### config.mk
export PLATFORM = sky130hd
export DESIGN_NAME = morse_sequencer
export DESIGN_NICKNAME = d
export VERILOG_FILES = /design/src/rtl/morse_sequencer.sv
export SDC_FILE = /design/constraint.sdc
export NUM_CORES = 1
export LEC_CHECK = 0
export BUFFER_PORTS_ARGS = -buffer_cell sky130_fd_sc_hd__buf_2
export CORE_MARGIN = 1
export CORE_UTILIZATION = 30
export DETAILED_ROUTE_END_ITERATION = 12
export PLACE_DENSITY_LB_ADDON = 0.08
export SLEW_MARGIN = 20
export SYNTH_ARGS = -nofsm -noshare
export SYNTH_HDL_FRONTEND = slang
export SYNTH_SLANG_ARGS = --single-unit
### constraint.sdc
create_clock -name clk -period 2.8 [get_ports clk]
set_input_delay 0.42 -clock clk [delete_from_list [all_inputs] [get_ports clk]]
set_output_delay 0.42 -clock clk [all_outputs]
set_load 0.01 [all_outputs]
### src/rtl/morse_sequencer.sv
// morse_sequencer: queues 3-bit letter codes (S..Z) in a small FIFO and shifts each
// letter's Morse pattern onto morse_out at the tick rate, with a fixed low gap after
// every letter. Optional feature macro: MORSE_REPEAT_EN (adds repeat_en input that
// resends the last letter forever while the FIFO stays empty).
module morse_sequencer #(
  parameter int unsigned TICK_DIV   = 25000000,
  parameter int unsigned GAP_TICKS  = 3,
  parameter int unsigned FIFO_DEPTH = 4
) (
  input  logic                          clk,
  input  logic                          clear_b,
  input  logic [2:0]                    letter_in,
  input  logic                          letter_valid,
  output logic                          letter_ready,
  input  logic                          abort,
`ifdef MORSE_REPEAT_EN
  input  logic                          repeat_en,
`endif
  output logic                          morse_out,
  output logic                          busy,
  output logic                          done,
  output logic [$clog2(FIFO_DEPTH):0]   fifo_count
);

  localparam int unsigned DivW = $clog2(TICK_DIV);
  localparam int unsigned GapW = $clog2(GAP_TICKS + 1);
  localparam int unsigned PtrW = $clog2(FIFO_DEPTH);
  localparam int unsigned CntW = PtrW + 1;

  localparam logic [DivW-1:0] DivMax   = DivW'(TICK_DIV - 1);
  localparam logic [GapW-1:0] GapLoad  = GapW'(GAP_TICKS);
  localparam logic [CntW-1:0] CntFull  = CntW'(FIFO_DEPTH);

  typedef enum logic [1:0] {StIdle, StShift, StGap} state_e;

  state_e          state_q, state_d;
  logic [12:0]     shreg_q, shreg_d;
  logic [3:0]      bit_cnt_q, bit_cnt_d;
  logic [GapW-1:0] gap_cnt_q, gap_cnt_d;
  logic [DivW-1:0] div_q, div_d;
  logic            morse_q, morse_d;
  logic            done_q, done_d;
  logic [2:0]      last_q, last_d;
  logic [PtrW-1:0] wr_ptr_q, wr_ptr_d;
  logic [PtrW-1:0] rd_ptr_q, rd_ptr_d;
  logic [CntW-1:0] count_q, count_d;
  logic [2:0]      mem_q [FIFO_DEPTH];

  logic        push, pop, load, tick, fifo_empty, rep;
  logic [2:0]  load_code;
  logic [16:0] cb;

  // Pattern left-justified in 13 bits, length in the top nibble.
  function automatic logic [16:0] codebook(input logic [2:0] code);
    logic [16:0] r;
    case (code)
      3'd0:    r = {4'd5,  13'b1010100000000};
      3'd1:    r = {4'd3,  13'b1110000000000};
      3'd2:    r = {4'd7,  13'b1010111000000};
      3'd3:    r = {4'd9,  13'b1010101110000};
      3'd4:    r = {4'd9,  13'b1011101110000};
      3'd5:    r = {4'd11, 13'b1110101011100};
      3'd6:    r = {4'd13, 13'b1110101110111};
      default: r = {4'd11, 13'b1110111010100};
    endcase
    return r;
  endfunction

`ifdef MORSE_REPEAT_EN
  assign rep = repeat_en;
`else
  assign rep = 1'b0;
`endif

  assign fifo_empty   = (count_q == '0);
  assign tick         = (div_q == '0);
  // With an empty FIFO the only possible load is a repeat of the last letter.
  assign load_code    = fifo_empty ? last_q : mem_q[rd_ptr_q];
  assign cb           = codebook(load_code);

  assign letter_ready = (count_q != CntFull);
  assign morse_out    = morse_q;
  assign busy         = (state_q != StIdle);
  assign done         = done_q;
  assign fifo_count   = count_q;

  // Next-state logic for the transmit FSM, shifter and counters.
  always_comb begin
    state_d   = state_q;
    shreg_d   = shreg_q;
    bit_cnt_d = bit_cnt_q;
    gap_cnt_d = gap_cnt_q;
    div_d     = div_q;
    morse_d   = morse_q;
    done_d    = 1'b0;
    last_d    = last_q;
    load      = 1'b0;
    pop       = 1'b0;

    case (state_q)
      StIdle: begin
        if (!fifo_empty) begin
          pop  = 1'b1;
          load = 1'b1;
        end
      end
      StShift: begin
        div_d = tick ? DivMax : div_q - DivW'(1);
        if (tick) begin
          if (bit_cnt_q == 4'd1) begin
            morse_d   = 1'b0;
            gap_cnt_d = GapLoad;
            state_d   = StGap;
          end else begin
            morse_d   = shreg_q[12];
            shreg_d   = {shreg_q[11:0], 1'b0};
            bit_cnt_d = bit_cnt_q - 4'd1;
          end
        end
      end
      StGap: begin
        div_d = tick ? DivMax : div_q - DivW'(1);
        if (tick) begin
          if (gap_cnt_q == GapW'(1)) begin
            if (!fifo_empty || rep) begin
              pop  = !fifo_empty;
              load = 1'b1;
            end else begin
              state_d = StIdle;
              done_d  = 1'b1;
            end
          end else begin
            gap_cnt_d = gap_cnt_q - GapW'(1);
          end
        end
      end
      default: state_d = StIdle;
    endcase

    if (load) begin
      state_d   = StShift;
      morse_d   = cb[12];
      shreg_d   = {cb[11:0], 1'b0};
      bit_cnt_d = cb[16:13];
      div_d     = DivMax;
      last_d    = load_code;
    end

    if (abort) begin
      state_d = StIdle;
      morse_d = 1'b0;
      done_d  = 1'b0;
      pop     = 1'b0;
    end
  end

  // FIFO pointer/occupancy update; abort flushes and drops a same-cycle push.
  always_comb begin
    push     = letter_valid && letter_ready && !abort;
    wr_ptr_d = wr_ptr_q + PtrW'(push);
    rd_ptr_d = rd_ptr_q + PtrW'(pop);
    count_d  = count_q + CntW'(push) - CntW'(pop);
    if (abort) begin
      wr_ptr_d = '0;
      rd_ptr_d = '0;
      count_d  = '0;
    end
  end

  // State registers with synchronous active-low clear.
  always_ff @(posedge clk) begin
    if (!clear_b) begin
      state_q   <= StIdle;
      shreg_q   <= '0;
      bit_cnt_q <= '0;
      gap_cnt_q <= '0;
      div_q     <= '0;
      morse_q   <= 1'b0;
      done_q    <= 1'b0;
      last_q    <= '0;
      wr_ptr_q  <= '0;
      rd_ptr_q  <= '0;
      count_q   <= '0;
    end else begin
      state_q   <= state_d;
      shreg_q   <= shreg_d;
      bit_cnt_q <= bit_cnt_d;
      gap_cnt_q <= gap_cnt_d;
      div_q     <= div_d;
      morse_q   <= morse_d;
      done_q    <= done_d;
      last_q    <= last_d;
      wr_ptr_q  <= wr_ptr_d;
      rd_ptr_q  <= rd_ptr_d;
      count_q   <= count_d;
    end
  end

  // FIFO storage write port.
  always_ff @(posedge clk) begin
    if (clear_b && push) begin
      mem_q[wr_ptr_q] <= letter_in;
    end
  end

endmodule

# Word level (Yosys, flattened, before mapping)

Memory sizes are Yosys's and may differ from the RTL's. A register that Yosys moved wholly into a read port is not among the register bits.
Index checks and enable logic that the tools add are counted.

Add/sub/neg operators: 7
Equality and inequality tests: 24
Muxes and demuxes: 42
Bitwise gates (word level): 5
Reductions and logical operators: 24

Operators with widths:

| cell                    | number |
|---|---|
| $pmux W17 S7            | 1 |
| $mux W25                | 3 |
| $mux W13                | 4 |
| $logic_not A25 Y1       | 1 |
| $sub A25 B1 Y25 const B | 1 |
| $mux W2                 | 10 |
| $ne A3 B3 Y1 const B    | 6 |
| $mux W4                 | 4 |
| $ne A2 B2 Y1 const B    | 8 |
| $mux W1                 | 15 |
| $reduce_and A6 Y1       | 2 |
| $reduce_bool A2 Y1      | 5 |
| $eq A3 B3 Y1 const B    | 3 |
| $eq A3 B2 Y1 const B    | 2 |
| $logic_not A3 Y1        | 2 |
| $pmux W2 S3             | 1 |
| $reduce_or A2 Y1        | 3 |
| $not A1 Y1              | 5 |
| $reduce_and A5 Y1       | 1 |
| $reduce_or A5 Y1        | 1 |
| $add A2 B1 Y2           | 2 |
| $eq A2 B1 Y1 const B    | 2 |
| $eq A4 B1 Y1 const B    | 1 |
| $pmux W1 S2             | 2 |
| 14 further kinds        | 17 |

Flip-flop bits (word level): 57
RAM bits: 12
Bits of input ports: 7
Output and inout port bits: 7
Word-level logic and storage cells: 116
Memories kept: 1

Memories:

| name  | depth | width | read ports | clocked after Yosys merged registers in | write ports | line | source |
|---|---|---|---|---|---|---|---|
| mem_q | 4     | 3     | 1          | 1                                       | 1           | 47   | `logic [2:0] mem_q [FIFO_DEPTH];` |

# Logic depth before layout (Yosys ltp)

Depth in word-level cells: 9
Mapped depth: 13

# Worst setup path before layout

Ideal clock, no wire load.

Path type: register to register
Start: register state_q[0]
End: register count_q[2], in the netlist fifo_count[2]
Arrival time: 2665 ps
Data required time: 2676 ps
Slack: 11 ps
Cell stages (with the launch flop): 14
Path buffers: 3
Path through: dfxtp_1 > clkbuf_1 > inv_1 > ha_1 > o311a_1 > buf_4 > a31oi_2 > buf_2 > xnor2_1 > nor2_1 > ha_1 > fa_1 > xnor2_1 > nor2_1

Word-level cells in the longest chain between the ends: 4
Elaborated cells between the ends (all ways): 5

Ends and longest elaborated chain:

| what                                             | line | source |
|---|---|---|
| start, declared                                  | 36   | `state_e state_q, state_d;` |
| start signal, assigned                           | 173  | `state_q <= StIdle;` |
| start signal, assigned                           | 185  | `state_q <= state_d;` |
| $eq A2 B2 Y1 or $logic_not A2 Y1 (tied branches) | 100  | `case (state_q)` |
| $pmux W1 S2 (*)                                  | 100  |  |
| $mux W1 (*)                                      | 149  | `if (abort) begin` |
| $sub A3 B1 Y3 (*)                                | 162  | `count_d = count_q + CntW'(push) - CntW'(pop);` |
| end signal, assigned                             | 195  | `count_q <= count_d;` |
| end, declared                                    | 46   | `logic [CntW-1:0] count_q, count_d;` |

Mark *: on every way between the ends. The rest lies on a longest branch, timed or not.
A chain may end at the register's enable or synchronous reset.

# Worst setup path in the final report

Start: register div_q[0]
End: register count_q[2], in the netlist fifo_count[2]

Word-level cells in the longest chain between the ends: 5

Ends and longest elaborated chain:

| what                   | line | source |
|---|---|---|
| start, declared        | 40   | `logic [DivW-1:0] div_q, div_d;` |
| start signal, assigned | 189  | `div_q <= div_d;` |
| $logic_not A25 Y1      | 76   | `assign tick = (div_q == '0);` |
| $mux W1                | 123  | `if (tick) begin` |
| $pmux W1 S2            | 100  |  |
| $mux W1                | 149  |  |
| $sub A3 B1 Y3          | 162  |  |

Every way passes these cells.

==> results.py <==
metrics = {
    "run_status": {
        "status": "finished clean",
    },
    "yosys": {
        "synth_edf_count": 12,
        "synth-main-ff-cell": "dfxtp_1",
        "synth_area_um2": 3880,
        "synth_cells": 426,
        "ys_seq_elements": 69,
        "synth_seq_area_share_pct": 38.7,
        "ys_warn_count": 0,
        "avgSynthCellArea_um2": 9.10,
        "synth_nets": 444,
        "async_flop_share_pct": 0,
        "yosys.cell_types.count": 63,
    },
    "timing": {
        "finalSetupViolations": 0,
        "fin_crit_sh_pct": 89.6,
        "slew_violations": 0,
        "worst_slew_pin_slew_ns": 0.901,
        "slew_headroom_pct": 39.9,
        "finalClockSkew_ns": 0.00493,
        "rsz0062_at_grt": "false",
        "min_period_ns": 2.51,
        "fmax_mhz": 399,
        "hold_viol": 0,
        "tns_ns": 0,
        "fin_hold_ws_ns": 0.309,
    },
    "detailed_routing": {
        "dr.pass1.iters": 4,
        "num_vias": 3294,
        "viasPerCell": 5.30,
        "ant_nets": 0,
        "wl_per_cell_um": 16.6,
        "first_iter_violations": 178,
        "routed_wl_um": 10300,
        "remaining_drc_errors": 0,
    },
    "cts": {
        "cts.path.max_buffers": 2,
        "htree_levels": 3,
        "cts_hold_buf": 0,
        "cts_tree": "built",
        "cts-root-buf": "clkbuf_16",
        "postCtsResizedCells": 0,
        "clock_sinks": 69,
        "clock_latency_ns": 0.33,
        "path_clk_slew_ns": 0.06,
        "cts_buffers": 9,
        "post_cts_buffers": 0,
    },
    "finish": {
        "drive_gt1_share_pct": 15.6,
        "area_growth_pct": 16.3,
        "fill_cells": 1325,
        "layout_common_cells": "dfxtp_1, nand2_1, nor2_1, a21oi_1, buf_4",
        "final_nets": 462,
        "layout_commonest_cell": "dfxtp_1",
        "num_antenna_cells": 0,
    },
    "die": {
        "dieWidth_um": 116,
        "io_pins": 14,
        "dieArea_um2": 13400,
        "start_util_pct": 30.7,
        "core-area_um2": 12600,
        "placementRows": 41,
        "die_y_um": 116,
    },
    "global_route": {
        "grt_max_degree": 28,
        "grt-ovfl-total": 0,
        "track_usage_pct": 16.6,
        "grt_first_pass_wirelength_um": 16700,
        "antenna_found_initial": 0,
        "grt_pass1_vias": 3091,
    },
    "placement": {
        "place_congestion": 0.822,
        "place_hpwl_um": 7290,
        "port_buffers": 13,
    },
    "setup_path": {
        "critPathKind": "reg2reg",
        "cp-start-kind": "flip-flop",
        "worstPathArrival_ns": 2.73,
        "worstPathRequired_ns": 3.02,
        "path_max_fanout": 4,
        "critPathCaptureType": "flip-flop",
    },
    "worst_hold_path": {
        "hold_class": "in2reg",
    },
    "power": {
        "leakage_nw": 1.56,
        "power.density_nw_per_um2": 734,
        "ir_drop_mv": 0.327,
    },
    "job": {
        "maxCapViolCount": 0,
    },
}
[final timing paths]
check | startpoint | to | slack (ns) | cells past startpoint
setup reg to reg | div_q[0]$_SDFFE_PN0P_ | fifo_count[2]$_SDFF_PP0_ | 0.29 | 11
setup / recovery | div_q[0]$_SDFFE_PN0P_ | fifo_count[2]$_SDFF_PP0_ | 0.29 | 11
hold / removal | letter_in[1] | mem_q[1][1]$_DFFE_PP_ | 0.31 | 1
hold reg to reg | shreg_q[8]$_SDFFE_PN0P_ | shreg_q[9]$_SDFFE_PN0P_ | 0.48 | 2
[metrics by stage]
stage	power, mW	setup WS [ns]	area [um^2]	std cells	utilization (%)
final	3.31	0.291	4510	621	35.7
after CTS	3.35	0.270	4510	621	35.7
after global routing	3.50	0.0222	4510	621	35.7
after floorplan	1.80	0.0110	3880	426	-
after detailed placement	2.08	0.292	4180	605	33.1
after global placement	2.08	0.356	4180	605	33.1
[worst max-delay path, stage by stage (launching register included)]
cell and delay, ns:
dfxtp_1 0.33, inv_1 0.09, ha_1 0.15, nor4b_1 0.37, and4_4 0.34, a31oi_2 0.13, xnor2_1 0.16, nor2_1 0.06
ha_1 0.18, fa_1 0.38, xnor2_1 0.16, nor2_1 0.05
[routing by layer]
layer	global-route usage (%)	part of all wire, %	vias up	wire length [um]
met2	24.5	44	59	4570
met4	6.07	0.72	0	74
li1	-	-	1631	-
met1	23.9	52	1598	5330
met5	0	0	-	0
met3	3.03	3.4	6	351
[cells by family after synthesis]
group / after synthesis / share of synthesized area, %
compound gates: 111 / 20.6
xor+xnor: 22 / 4.97
fa+ha+maj: 11 / 3.74
buf+inv: 41 / 4.52
flops: 69 / 38.7
mux: 10 / 4.52
simple gates: 162 / 22.9
[sequential cells by signal, indices dropped and copies added, names as in the netlist, 3 cells and up]
register	cells
bit_cnt_q	4
shreg_q	12
mem_q	12
fifo_count	3
last_q	3
div_q	25
[where the power goes]
part	switching [mW]	internal [mW]	total, mW
combinational	0.542	0.334	0.876
clock	0.422	0.829	1.25
sequential	0.0914	1.09	1.18
[synth_stat cells (7+ instances only)]
cell type,instances,area share [%]
dfxtp_1,57,29
a21oi_1,22,2.8
xnor2_1,13,2.9
o31ai_1,12,2.3
nand2b_1,8,1.3
a311oi_1,7,1.6
a31oi_1,15,2.4
o21ai_0,14,1.8
nand3_1,11,1.4
or4_1,9,1.7
edfxtp_1,12,9.3
nor3_1,7,0.90
nand2_1,39,3.8
nand4_1,8,1.3
ha_1,10,3.2
xor2_1,9,2.0
inv_1,16,1.5
nor2_1,38,3.7
clkbuf_1,16,1.5
[cell type report]
cell class	count	area, um^2	area share [%]
Clock buffer	13	260	5.77
Clock inverter	3	67.6	1.50
Multi-Input combinational cell	316	2200	48.8
Sequential cell	69	1500	33.3
Tap cell	172	215	4.77
Timing Repair Buffer	31	200	4.44
Inverter	17	63.8	1.42
No activity file was read; power rests on OpenSTA's default activity.
